===== src/rtl/clock_calendar_pkg.sv =====
// clock_cal_pkg: calendar constants and Gregorian helpers shared by the date stage.
package clock_cal_pkg;

    localparam logic [3:0] JAN = 4'd1, FEB = 4'd2, MAR = 4'd3, APR = 4'd4,
                           MAY = 4'd5, JUN = 4'd6, JUL = 4'd7, AUG = 4'd8,
                           SEP = 4'd9, OCT = 4'd10, NOV = 4'd11, DEC = 4'd12;

    localparam logic [2:0] MON = 3'd0, TUE = 3'd1, WED = 3'd2, THU = 3'd3,
                           FRI = 3'd4, SAT = 3'd5, SUN = 3'd6;

    localparam logic [4:0] DAY_MIN   = 5'd1;
    localparam logic [3:0] MONTH_MAX = 4'd12;

    function automatic logic is_leap(input int unsigned y);
        return ((y % 4 == 0) && (y % 100 != 0)) || (y % 400 == 0);
    endfunction

    // Out-of-range months fall into the 31-day arm; callers validate month separately.
    function automatic logic [4:0] days_in_month(input logic [3:0] m, input logic leap);
        return (m == FEB) ? (leap ? 5'd29 : 5'd28) :
               (m == APR || m == JUN || m == SEP || m == NOV) ? 5'd30 : 5'd31;
    endfunction

endpackage


===== src/rtl/clock_calendar_if.sv =====
// clock_calendar_if: date load request with ack/error response.
interface clock_calendar_if #(
    parameter int YEAR_W = 12
);
    logic              set_stb;
    logic [4:0]        set_day;
    logic [3:0]        set_month;
    logic [YEAR_W-1:0] set_year;
    logic [2:0]        set_wday;
    logic              set_ack;
    logic              set_err;

    modport master (output set_stb, set_day, set_month, set_year, set_wday,
                    input  set_ack, set_err);
    modport slave  (input  set_stb, set_day, set_month, set_year, set_wday,
                    output set_ack, set_err);
endinterface


===== src/rtl/clock_calendar_days_in_month.sv =====
// cal_days_in_month: combinational month length for a given month and year.
module cal_days_in_month
    import clock_cal_pkg::*;
#(
    parameter int YEAR_W = 12
)(
    input  logic [3:0]        month_i,
    input  logic [YEAR_W-1:0] year_i,
    output logic [4:0]        dim_o
);
    assign dim_o = days_in_month(month_i, is_leap(32'(year_i)));
endmodule


===== src/rtl/clock_calendar.sv =====
// clock_calendar: day/month/year/weekday counter advanced by day ticks,
// with a validated load port that takes priority over a coincident tick.
module clock_calendar
    import clock_cal_pkg::*;
#(
    parameter int YEAR_W   = 12,
    parameter int YEAR_RST = 2025,
    parameter int WDAY_RST = 2
)(
    input  logic              clk,
    input  logic              rst,
    input  logic              day_tick_i,
    clock_calendar_if.slave   set_if,
    output logic [4:0]        day_o,
    output logic [3:0]        month_o,
    output logic [YEAR_W-1:0] year_o,
    output logic [2:0]        wday_o,
    output logic              month_tick_o,
    output logic              year_tick_o
);
    logic [4:0]        day_q, day_d;
    logic [3:0]        month_q, month_d;
    logic [YEAR_W-1:0] year_q, year_d;
    logic [2:0]        wday_q, wday_d;
    logic              ack_q, ack_d, err_q, err_d, mtick_q, mtick_d, ytick_q, ytick_d;
    logic [4:0]        cur_dim, set_dim;
    logic              set_ok;

    cal_days_in_month #(.YEAR_W(YEAR_W)) u_cur_dim (
        .month_i(month_q), .year_i(year_q), .dim_o(cur_dim)
    );

    // Validation uses the requested year, not the current one.
    cal_days_in_month #(.YEAR_W(YEAR_W)) u_set_dim (
        .month_i(set_if.set_month), .year_i(set_if.set_year), .dim_o(set_dim)
    );

    assign set_ok = set_if.set_month >= JAN && set_if.set_month <= MONTH_MAX &&
                    set_if.set_day >= DAY_MIN && set_if.set_day <= set_dim &&
                    set_if.set_wday <= SUN;

    always_comb begin
        day_d   = day_q;
        month_d = month_q;
        year_d  = year_q;
        wday_d  = wday_q;
        ack_d   = 1'b0;
        err_d   = 1'b0;
        mtick_d = 1'b0;
        ytick_d = 1'b0;
        if (set_if.set_stb) begin
            ack_d = 1'b1;
            err_d = !set_ok;
            if (set_ok) begin
                day_d   = set_if.set_day;
                month_d = set_if.set_month;
                year_d  = set_if.set_year;
                wday_d  = set_if.set_wday;
            end
        end else if (day_tick_i) begin
            wday_d = (wday_q == SUN) ? MON : wday_q + 3'd1;
            if (day_q < cur_dim) begin
                day_d = day_q + 5'd1;
            end else begin
                day_d   = DAY_MIN;
                mtick_d = 1'b1;
                ytick_d = (month_q == DEC);
                month_d = (month_q == DEC) ? JAN : month_q + 4'd1;
                year_d  = (month_q == DEC) ? year_q + 1'b1 : year_q;
            end
        end
    end

    always_ff @(posedge clk) begin
        if (rst) begin
            day_q   <= DAY_MIN;
            month_q <= JAN;
            year_q  <= YEAR_W'(YEAR_RST);
            wday_q  <= 3'(WDAY_RST);
            ack_q   <= 1'b0;
            err_q   <= 1'b0;
            mtick_q <= 1'b0;
            ytick_q <= 1'b0;
        end else begin
            day_q   <= day_d;
            month_q <= month_d;
            year_q  <= year_d;
            wday_q  <= wday_d;
            ack_q   <= ack_d;
            err_q   <= err_d;
            mtick_q <= mtick_d;
            ytick_q <= ytick_d;
        end
    end

    assign day_o          = day_q;
    assign month_o        = month_q;
    assign year_o         = year_q;
    assign wday_o         = wday_q;
    assign month_tick_o   = mtick_q;
    assign year_tick_o    = ytick_q;
    assign set_if.set_ack = ack_q;
    assign set_if.set_err = err_q;
endmodule


===== src/flat_wrapper.sv =====
// flat-port wrapper written by rule: the top's interface ports become plain ports
module clock_calendar_flat import clock_cal_pkg::*;
#(
    parameter int YEAR_W   = 12,
    parameter int YEAR_RST = 2025,
    parameter int WDAY_RST = 2
)
  (clk, rst, day_tick_i, day_o, month_o, year_o, wday_o, month_tick_o, year_tick_o, set_if_set_stb, set_if_set_day, set_if_set_month, set_if_set_year, set_if_set_wday, set_if_set_ack, set_if_set_err);
  clock_calendar_if #(.YEAR_W(YEAR_W)) set_if_i ();
  input  logic clk;
  input  logic rst;
  input  logic day_tick_i;
  output logic [4:0] day_o;
  output logic [3:0] month_o;
  output logic [YEAR_W-1:0] year_o;
  output logic [2:0] wday_o;
  output logic month_tick_o;
  output logic year_tick_o;
  input wire logic [$bits(set_if_i.set_stb)-1:0] set_if_set_stb;
  input wire logic [$bits(set_if_i.set_day)-1:0] set_if_set_day;
  input wire logic [$bits(set_if_i.set_month)-1:0] set_if_set_month;
  input wire logic [$bits(set_if_i.set_year)-1:0] set_if_set_year;
  input wire logic [$bits(set_if_i.set_wday)-1:0] set_if_set_wday;
  output wire logic [$bits(set_if_i.set_ack)-1:0] set_if_set_ack;
  output wire logic [$bits(set_if_i.set_err)-1:0] set_if_set_err;
  assign set_if_i.set_stb = set_if_set_stb;
  assign set_if_i.set_day = set_if_set_day;
  assign set_if_i.set_month = set_if_set_month;
  assign set_if_i.set_year = set_if_set_year;
  assign set_if_i.set_wday = set_if_set_wday;
  assign set_if_set_ack = set_if_i.set_ack;
  assign set_if_set_err = set_if_i.set_err;
  clock_calendar #(.YEAR_W(YEAR_W), .YEAR_RST(YEAR_RST), .WDAY_RST(WDAY_RST)) u_core (.clk(clk), .rst(rst), .day_tick_i(day_tick_i), .set_if(set_if_i), .day_o(day_o), .month_o(month_o), .year_o(year_o), .wday_o(wday_o), .month_tick_o(month_tick_o), .year_tick_o(year_tick_o));
endmodule

===== config.mk =====
export PLATFORM = sky130hd
export DESIGN_NAME = clock_calendar_flat
export DESIGN_NICKNAME = d
export VERILOG_FILES = /design/src/rtl/clock_calendar_pkg.sv /design/src/rtl/clock_calendar_if.sv /design/src/rtl/clock_calendar_days_in_month.sv /design/src/rtl/clock_calendar.sv /design/src/flat_wrapper.sv
export SDC_FILE = /design/constraint.sdc
export NUM_CORES = 1
export LEC_CHECK = 0
export ABC_AREA = 1
export BUFFER_PORTS_ARGS = -buffer_cell sky130_fd_sc_hd__buf_4
export CORE_MARGIN = 5
export CORE_UTILIZATION = 50
export DETAILED_ROUTE_END_ITERATION = 10
export PLACE_DENSITY = 0.8
export SYNTH_ARGS = -nofsm -noshare
export SYNTH_HDL_FRONTEND = slang
export SYNTH_HIERARCHICAL = 1
export SYNTH_SLANG_ARGS = --single-unit

===== constraint.sdc =====
create_clock -name clk -period 5.1 [get_ports clk]
set_input_delay 0.255 -clock clk [delete_from_list [all_inputs] [get_ports clk]]
set_output_delay 0.255 -clock clk [all_outputs]
set_load 0.1 [all_outputs]

== After elaboration in Yosys (flattened, before gate mapping) ==
Cells that the tools add are included.

* Flip-flop bits (word level): 28
* Latch bits: 0
* Bits in writable memories: 0
* ROM bits: 0
* Input bits: 28
* Logic and storage cells: 93
* Memories kept: 0

* Add/sub/neg operators: 4
* $mul: 0
* Divide/modulo/power cells: 4
* $lt $le $gt $ge: 6
* Equal/unequal tests: 14
* Shifts and indexed selects: 0
* Muxes and demuxes: 26
* Bitwise operators: 2
* Reduce and logical (&&, ||, !) cells: 29

{| class="wikitable"
|+ Operators with widths
! operator !! count
|-
| logical NOT 32 bit || 4
|-
| modulo 12 x 7 -> 32 bit, second input constant || 2
|-
| modulo 12 x 9 -> 32 bit, second input constant || 2
|-
| nonzero test 32 bit || 2
|-
| 2-to-1 mux 12 bit || 5
|-
| == test 4 bit, second input constant || 5
|-
| 2-to-1 mux 4 bit || 5
|-
| 2-to-1 mux 5 bit || 4
|-
| == test 4 x 3 -> 1 bit, second input constant || 4
|-
| adder 12 x 1 -> 12 bit, second input constant || 1
|-
| 2-to-1 mux 3 bit || 4
|-
| == test 4 x 2 -> 1 bit, second input constant || 2
|-
| logical OR 1 bit || 8
|-
| logical AND 1 bit || 6
|-
| 2-to-1 mux 1 bit || 6
|-
| adder 5 x 1 -> 5 bit, second input constant || 1
|-
| >= comparator 5 x 1 -> 1 bit, second input constant || 1
|-
| less-or-equal comparator 5 bit || 1
|-
| less-than comparator 5 bit || 1
|-
| adder 4 x 1 -> 4 bit, second input constant || 1
|-
| >= comparator 4 x 1 -> 1 bit, second input constant || 1
|-
| less-or-equal comparator 4 bit, second input constant || 1
|-
| 2-to-1 mux 2 bit || 2
|-
| AND reduction 4 bit || 1
|-
| other kinds (13) || 15
|}

== Longest topological paths before layout ==
Gate-level depths: netlist of the first run.

* Depth after elaboration: 11
* Mapped depth: 46

== By module ==
The synthesis of the first run kept the hierarchy.

{| class="wikitable"
|+ Modules (own cells, without submodules)
! module !! instances !! cells an instance !! area an instance (sq um) !! seq. area each (sq um)
|-
| cal_days_in_month || 2 || 219 || 1261.2 || 0.0
|-
| clock_calendar || 1 || 316 || 2030.7 || 560.5
|}

== Worst setup path before layout of the first run ==
OpenSTA, ideal clock, no wires.

* Kind: flip-flop to flip-flop
* From: register u_core.year_q[9] (netlist: u_core/year_o[9])
* To: register u_core.year_q[8] (netlist: u_core/year_o[8])
* Setup time: 0.130 ns
* Arrival time: 4.950 ns
* Data required time: 4.970 ns
* Setup slack: 0.020 ns
* Stages on the path, launching flop included: 41
* Period minus slack after synthesis: 5.080 ns
* Cell sequence: dfxtp_1 -> inv_1 -> a21oi_1 -> ha_1 -> o21bai_4 -> nand3_4 -> nand2_1 -> nand2_2 -> nor2_4 -> nand2_4 -> nand3_4 -> nand2_2 -> nand2_4 -> nand3_4 -> nand2_4 -> nand3_4 -> nand2_1 -> nand2_2 -> [5 not listed] -> nand2_1 -> nand3_1 -> nand2_1 -> nor2_1 -> nand4_1 -> nand2_1 -> nand2_1 -> nand2_1 -> nand2_1 -> nand2_1 -> nand4_2 -> nand4_4 -> nand2_4 -> inv_4 -> nand2_4 -> buf_6 -> nand2_1 -> nand3_1

* Cells in the longest elaborated chain, start to end: 9

{| class="wikitable"
|+ RTL lines
! item !! line !! source
|-
| start, declared || clock_calendar.sv:23 || <nowiki>logic [YEAR_W-1:0] year_q, year_d;</nowiki>
|-
| start signal, assigned || clock_calendar.sv:78 || <nowiki>year_q <= YEAR_W'(YEAR_RST);</nowiki>
|-
| start signal, assigned || clock_calendar.sv:87 || <nowiki>year_q <= year_d;</nowiki>
|-
| modulo 12 x 7 -> 32 bit || clock_calendar_pkg.sv:15 || <nowiki>return ((y % 4 == 0) && (y % 100 != 0)) || (y % 400 == 0);</nowiki>
|-
| nonzero test 32 bit || clock_calendar_pkg.sv:15 ||
|-
| logical AND 1 bit || clock_calendar_pkg.sv:15 ||
|-
| logical OR 1 bit (*) || clock_calendar_pkg.sv:15 ||
|-
| 2-to-1 mux 1 bit (*) || clock_calendar_pkg.sv:20 || <nowiki>return (m == FEB) ? (leap ? 5'd29 : 5'd28) :</nowiki>
|-
| 2-to-1 mux 2 bit (*) || clock_calendar_pkg.sv:20 ||
|-
| named net u_core.cur_dim[0] || clock_calendar.sv:26 || <nowiki>logic [4:0] cur_dim, set_dim;</nowiki>
|-
| less-than comparator 5 bit (*) || clock_calendar.sv:62 || <nowiki>if (day_q < cur_dim) begin</nowiki>
|-
| != test 2 bit (no line) (*) || -- ||
|-
| AND reduction 4 bit (no line) (*) || -- ||
|}

Mark *: on every way through the listed nets, which the timed path passes. The rest lies on a longest branch.
A chain may end at the register's enable or synchronous reset.

== Worst setup path after layout of the first run ==
* From: register u_core.year_q[8] (netlist: u_core/year_o[8])
* To: register u_core.day_q[0] (netlist: u_core/day_o[0])

* Cells in the longest elaborated chain, start to end: 10

{| class="wikitable"
|+ RTL lines
! item !! line !! source
|-
| modulo 12 x 7 -> 32 bit || clock_calendar_pkg.sv:15 ||
|-
| nonzero test 32 bit || clock_calendar_pkg.sv:15 ||
|-
| logical AND 1 bit || clock_calendar_pkg.sv:15 ||
|-
| logical OR 1 bit (*) || clock_calendar_pkg.sv:15 ||
|-
| 2-to-1 mux 1 bit (*) || clock_calendar_pkg.sv:20 ||
|-
| 2-to-1 mux 2 bit (*) || clock_calendar_pkg.sv:20 ||
|-
| named net u_core.cur_dim[0] || clock_calendar.sv:26 ||
|-
| less-than comparator 5 bit (*) || clock_calendar.sv:62 ||
|-
| 2-to-1 mux 5 bit (*) || clock_calendar.sv:62 ||
|-
| 2-to-1 mux 5 bit (*) || clock_calendar.sv:60 || <nowiki>end else if (day_tick_i) begin</nowiki>
|-
| 2-to-1 mux 5 bit (*) || clock_calendar.sv:51 || <nowiki>if (set_if.set_stb) begin</nowiki>
|-
| end signal, assigned || clock_calendar.sv:85 || <nowiki>day_q <= day_d;</nowiki>
|-
| end, declared || clock_calendar.sv:21 || <nowiki>logic [4:0] day_q, day_d;</nowiki>
|}

Mark *: on every way through the listed nets, which the timed path passes. The rest lies on a longest branch. The select of a mux whose other input is x is not followed.

==> flow_summary.yaml, run 1 <==
yosys:
  synth_enable_flop_cells: 0
  yosysMostFrequentCell: "nand2_1"
  synth_top_area_frac: 0.210
  synth_top_family_by_area: "simple AND/OR/NAND/NOR gates"
  yosys.area_share.adder: 0.0412
  syn_inst: 754
  syn_avg_cell_area_sq_um: 6.04
  yosysUniqueCellTypes: 47
  yosys-top-cells-count: "255 x nand2_1, 89 x inv_1, 62 x nand3_1"
  synthArstFlopShare: 0
  synthSimpleGateAreaFrac: 0.591
  synthFlopType: "dfxtp_1"
  ys_seq_elements: 28
  synth_compound_area_frac: 0.0987
  synth_area_leaders: "nand2_1 21%, dfxtp_1 12%, inv_1 7.3%"
  ys_seq_area_frac: 0.123
  syn_area_sq_um: 4550
  synth_area_leader_cell: "nand2_1"
  yosys_warnings: 6
  synthMuxAreaShare: 0
  synthXorXnorAreaFrac: 0.0289
power:
  p_int_uw: 819
  vdd_drop_max_mv: 0.184
  p_per_area_nw_per_um2: 367
  total_power_mw: 1.90
  swShare: 0.568
  pwr-share-comb: 0.765
  p_clk_frac: 0.092
  seqPwrFrac: 0.142
  leakage_nw: 2.86
  p_switching_mw: 1.08
floorplan:
  die_x_um: 105
  io_pins: 56
  die_y_um: 105
  rows: 34
  die_area_sq_um: 11100
  start_util: 0.517
  coreArea_sq_um: 8810
hold_path:
  holdCritPathClass: "input pin to flop"
worst_setup_path:
  crit_top_cell: "nand2_1"
  cp_data_required_time_ps: 5230
  cp-end-kind: "flop"
  critPathKind: "flop to flop"
  cpMaxStageDelayCell: "dfxtp_1"
  arrival_ps: 4800
  crit_fanout: 7
  worst_setup_path_start_kind: "flop"
  slowest_delay_ps: 350
cells_and_area:
  n_antenna_cell: 0
  fin_nets: 849
  drive_gt1_frac: 0.227
  fin_util: 0.587
  final_area_sq_um: 5170
  fillers: 821
  syn2layout_area_growth_pct: 13.5
sta:
  setup_viol_count_final: 0
  fmax_mhz: 214
  maxSlewViolCount: 0
  rsz0062_at_grt: "false"
  finClkSkew_ps: 2.92
  hold_viol: 0
  worstMarginPinSlew_ps: 714
  fin_crit_sh: 0.915
  fin_tns_setup_ps: 0
  period_minus_slack_ps: 4670
  slew_headroom: 0.524
route:
  vias_per_cell: 5.28
  drc: 0
  wirelength_um: 11200
  postRouteAntennaNets: 0
  drt_iter0_drc: 264
  num_vias: 4823
  dr.pass1.iters: 4
  avgRoutedWirePerCell_um: 12.2
clocking:
  clk_latency_ps: 270
  cts_buffers: 3
  clock-sinks: 28
  cts.htree.levels: 1
  cts_tree: "yes"
  clock_path_buffers: 2
  root_buffer: "clkbuf_8"
  cts.clk_slew.worst_paths_ps: 100
  postCtsHoldBufs: 0
place:
  dp_hpwl_um: 9060
  place_congestion: 0.937
  io_buffers: 55
  place_area_sq_um: 5030
grt:
  grt_pass1_wl_um: 18900
  overflow: 0
  grt_pass1_vias: 4318
  gr-usage-met1: 0.248
  grt_busiest_layer: "met2"
  met3_usage: 0.0147
  grt_max_degree: 29
  grt_util_all_layers: 0.193
  antenna_found_initial: 0
  grtUsageMet2: 0.354
run_status:
  outcome: "complete, no violations"
flow_run:
  drv_cap: 0
## worst max-delay path: cells and delay by family, from the launching register on
family | cells | cell delay, ps
adders and majority gates | 1 | 320
DFF | 1 | 350
and+or+nand+nor | 32 | 3160
buffers and inverters | 2 | 260
AOI/OAI and AO/OA | 3 | 400
## through the flow
| stage | cells | hold WS [ps] | setup slack (ps) |
|---|---|---|---|
| floorplan | 758 | 331 | 19.9 |
| global placement | 907 | 451 | 281 |
| detailed placement | 907 | 454 | 145 |
| CTS | 911 | 166 | 299 |
| global route | 913 | 174 | 3.06 |
| finish | 913 | 168 | 434 |
## state kept, by name, summed over array words and instances, names as in the netlist
name / cells
u_core/month_tick_o: 1
u_core/set_if.set_ack: 1
u_core/month_o: 4
u_core/wday_o: 3
u_core/year_o: 12
u_core/day_o: 5
u_core/set_if.set_err: 1
u_core/year_tick_o: 1
## worst paths after layout
kind / slack (ps) / to / cells past startpoint / start
setup reg to reg: 430 / u_core/day_o[0] / 38 / u_core/year_o[8]
hold reg to reg: 550 / u_core/wday_o[1] / 2 / u_core/wday_o[1]
hold / removal: 170 / u_core/month_tick_o / 2 / rst
setup / recovery: 430 / u_core/day_o[0] / 38 / u_core/year_o[8]
## layout make-up
cell class	count	area [sq um]	share of cell area
tap	108	135	0.0262
multi-input combinational	607	3530	0.683
sequential	28	561	0.109
timing repair buffer	63	477	0.0923
clock buffer	3	41.3	0.00799
clock inverter	1	30.0	0.00581
inverter	103	395	0.0765
## kinds of logic after synthesis
logic type	after synthesis
AO/OA/AOI/OAI	65
other	2
AND/OR/NAND/NOR	506
buffers and inverters	123
adder cells (fa/ha/maj)	15
flip-flops	28
XOR/XNOR	15
## timing repair
item	in CTS	in global routing
resized for setup	0	10
setup endpoints to repair	0	14
buffers inserted	0	2
## power by group through the flow
stage          logic, mW  registers [mW]  clock network, mW
2_1_floorplan       1.05           0.409                  0
3_3_place_gp        1.36           0.273                  0
3_5_place_dp        1.41           0.274                  0
4_1_cts             1.41           0.270              0.178
5_1_grt             1.61           0.275              0.189
6_report            1.45           0.270              0.175
## per-layer routing
layer / up-vias / part of all wire / routed length (um)
li1: 2533 / - / -
met1: 2159 / 0.44 / 4930
met2: 118 / 0.51 / 5670
met3: 13 / 0.043 / 476
met4: 0 / 0.0096 / 107
met5: - / 0 / 0
## layout by cell type, fill, tap and decap left out, types with 4 or more instances in the layout
| cell type | count |
|---|---|
| a21oi_1 | 15 |
| a21oi_4 | 4 |
| buf_4 | 62 |
| conb_1 | 6 |
| dfxtp_1 | 28 |
| ha_1 | 15 |
| inv_1 | 89 |
| inv_2 | 10 |
| nand2_1 | 253 |
| nand2_2 | 26 |
| nand2_4 | 14 |
| nand3_1 | 62 |
| nand3_2 | 5 |
| nand3_4 | 12 |
| nand4_1 | 35 |
| nand4_2 | 6 |
| nand4_4 | 4 |
| nor2_1 | 53 |
| nor2_2 | 11 |
| nor2_4 | 6 |
| nor3_1 | 5 |
| o21ai_0 | 14 |
| o21ai_1 | 12 |
| o21ai_2 | 4 |
| xnor2_1 | 5 |
| xor2_1 | 10 |
No activity file was read; power rests on OpenSTA's default activity.
==> run 2: changes to the inputs <==
Settings changed: RECOVER_POWER from default to 50.
==> run 2 against run 1 <==
  * Combinational power barely moved
  * Final cell count did not move
  * Final area fell by 1.9%
  * Non-clock buffer count did not move
  * Critical path depth fell by 4
  * Routed wire length barely moved
  * Highest routed layer unchanged
  * Hold slack barely moved
  * Clock-buffer cell count did not move
  * Die area did not move
  * Flip-flop and latch count did not move
  * Critical endpoint unchanged
  * Clock skew barely moved
==> flow_summary.yaml, run 2 (synthesis results as in run 1) <==
sta:
  setup_viol_count_final: 0
  fin_crit_sh: 0.914
  fmax_mhz: 215
  finClkSkew_ps: 2.72
  hold_viol: 0
  worstMarginPinSlew_ps: 1180
  maxSlewViolCount: 0
  rsz0062_at_grt: "false"
  slew_headroom: 0.216
  period_minus_slack_ps: 4660
  fin_tns_setup_ps: 0
route:
  dr.pass1.iters: 5
  vias_per_cell: 5.25
  drc: 0
  drt_iter0_drc: 258
  wirelength_um: 11200
  avgRoutedWirePerCell_um: 12.3
  num_vias: 4796
  postRouteAntennaNets: 0
clocking:
  clock-sinks: 28
  cts_buffers: 3
  clock_path_buffers: 2
  cts_tree: "yes"
  clk_latency_ps: 270
  cts.htree.levels: 1
  cts.clk_slew.worst_paths_ps: 100
  postCtsHoldBufs: 0
  root_buffer: "clkbuf_8"
run_status:
  outcome: "complete, no violations"
power:
  pwr-share-comb: 0.764
  vdd_drop_max_mv: 0.184
  leakage_nw: 2.76
  p_per_area_nw_per_um2: 371
  p_int_uw: 804
  p_clk_frac: 0.093
  seqPwrFrac: 0.144
  swShare: 0.572
  p_switching_mw: 1.07
place:
  place_congestion: 0.937
  dp_hpwl_um: 9060
  io_buffers: 55
floorplan:
  coreArea_sq_um: 8810
  die_y_um: 105
  die_x_um: 105
  io_pins: 56
  start_util: 0.517
  die_area_sq_um: 11100
  rows: 34
worst_setup_path:
  cpMaxStageDelayCell: "dfxtp_1"
  slowest_delay_ps: 340
  reg2reg_depth: 34
  critPathKind: "flop to flop"
  rr_endpoint: "u_core/day_o[0]"
  arrival_ps: 4790
  crit_fanout: 7
  r2r-start: "u_core/year_o[8]"
  startpoint: "u_core/year_o[8]"
  crit_end: "u_core/day_o[0]"
  cp_data_required_time_ps: 5230
  worst_setup_path_start_kind: "flop"
  crit_top_cell: "nand2_1"
  r2r_slack_ps: 440
  cp-end-kind: "flop"
grt:
  overflow: 0
  grt_pass1_wl_um: 18900
  grt_util_all_layers: 0.193
  grt_max_degree: 29
  grt_pass1_vias: 4318
  antenna_found_initial: 0
flow_run:
  drv_cap: 0
hold_path:
  holdCritPathClass: "input pin to flop"
  min_delay_path_depth: 2
cells_and_area:
  syn2layout_area_growth_pct: 11.3
  fin_nets: 849
  n_antenna_cell: 0
  drive_gt1_frac: 0.195
  layout_common_cells: "253 x nand2_1, 89 x inv_1, 62 x nand3_1"
  fillers: 851
  fin_util: 0.576
  largest_register_ffs: 12
  layout_commonest_cell: "nand2_1"
run 2: stage by stage:
step                      setup WS (ps)  hold slack [ps]  std cells  area [sq um]  total power, mW
after global routing               2.82              174        913          5070             2.05
final                               439              169        913          5070             1.88
after floorplan                    19.9              331        758          4570             1.46
after detailed placement            145              454        907          5030             1.68
after global placement              281              451        907          5030             1.63
after CTS                           299              166        911          5100             1.86
run 2: what timing repair did:
action,in CTS,in global routing
buffers inserted,0,2
endpoints found under the setup margin,0,14
gates resized for setup,0,10
run 2: cell type report:
type                    instances  area, sq um  area share
repair buffers                 63          379      0.0748
multi-input cells             607         3530       0.696
clock inverters                 1         30.0     0.00592
clock buffers                   3         41.3     0.00815
well taps                     108          135      0.0267
flip-flops and latches         28          561       0.111
inverters                     103          395      0.0780
run 2: critical path: cells and delay by family, from the launching register on:
family          cells  cell delay (ps)
buf+inv             2              270
fa+ha+maj           1              320
flops               1              340
simple gates       27             2920
compound gates      4              660
run 2: how the worst min path moves through the flow:
stage	start	end
detailed placement	rst	u_core/year_tick_o
global route	rst	u_core/year_tick_o
global placement	rst	u_core/month_tick_o
floorplan	rst	u_core/year_tick_o
finish	rst	u_core/month_tick_o
CTS	rst	u_core/year_tick_o
run 2: layer usage:
layer  global-route usage  wire (um)  vias up
li1                     -          -     2534
met1                0.248       5010     2141
met2                0.354       5670      108
met3               0.0147        408       13
met4               0.0337        107        0
met5                    0          0        -
run 2: power groups by stage:
stage / registers, mW / clock network [mW] / logic [mW]
2_1_floorplan: 0.409 / 0 / 1.05
3_3_place_gp: 0.273 / 0 / 1.36
3_5_place_dp: 0.274 / 0 / 1.41
4_1_cts: 0.270 / 0.178 / 1.41
5_1_grt: 0.275 / 0.189 / 1.59
6_report: 0.270 / 0.175 / 1.43
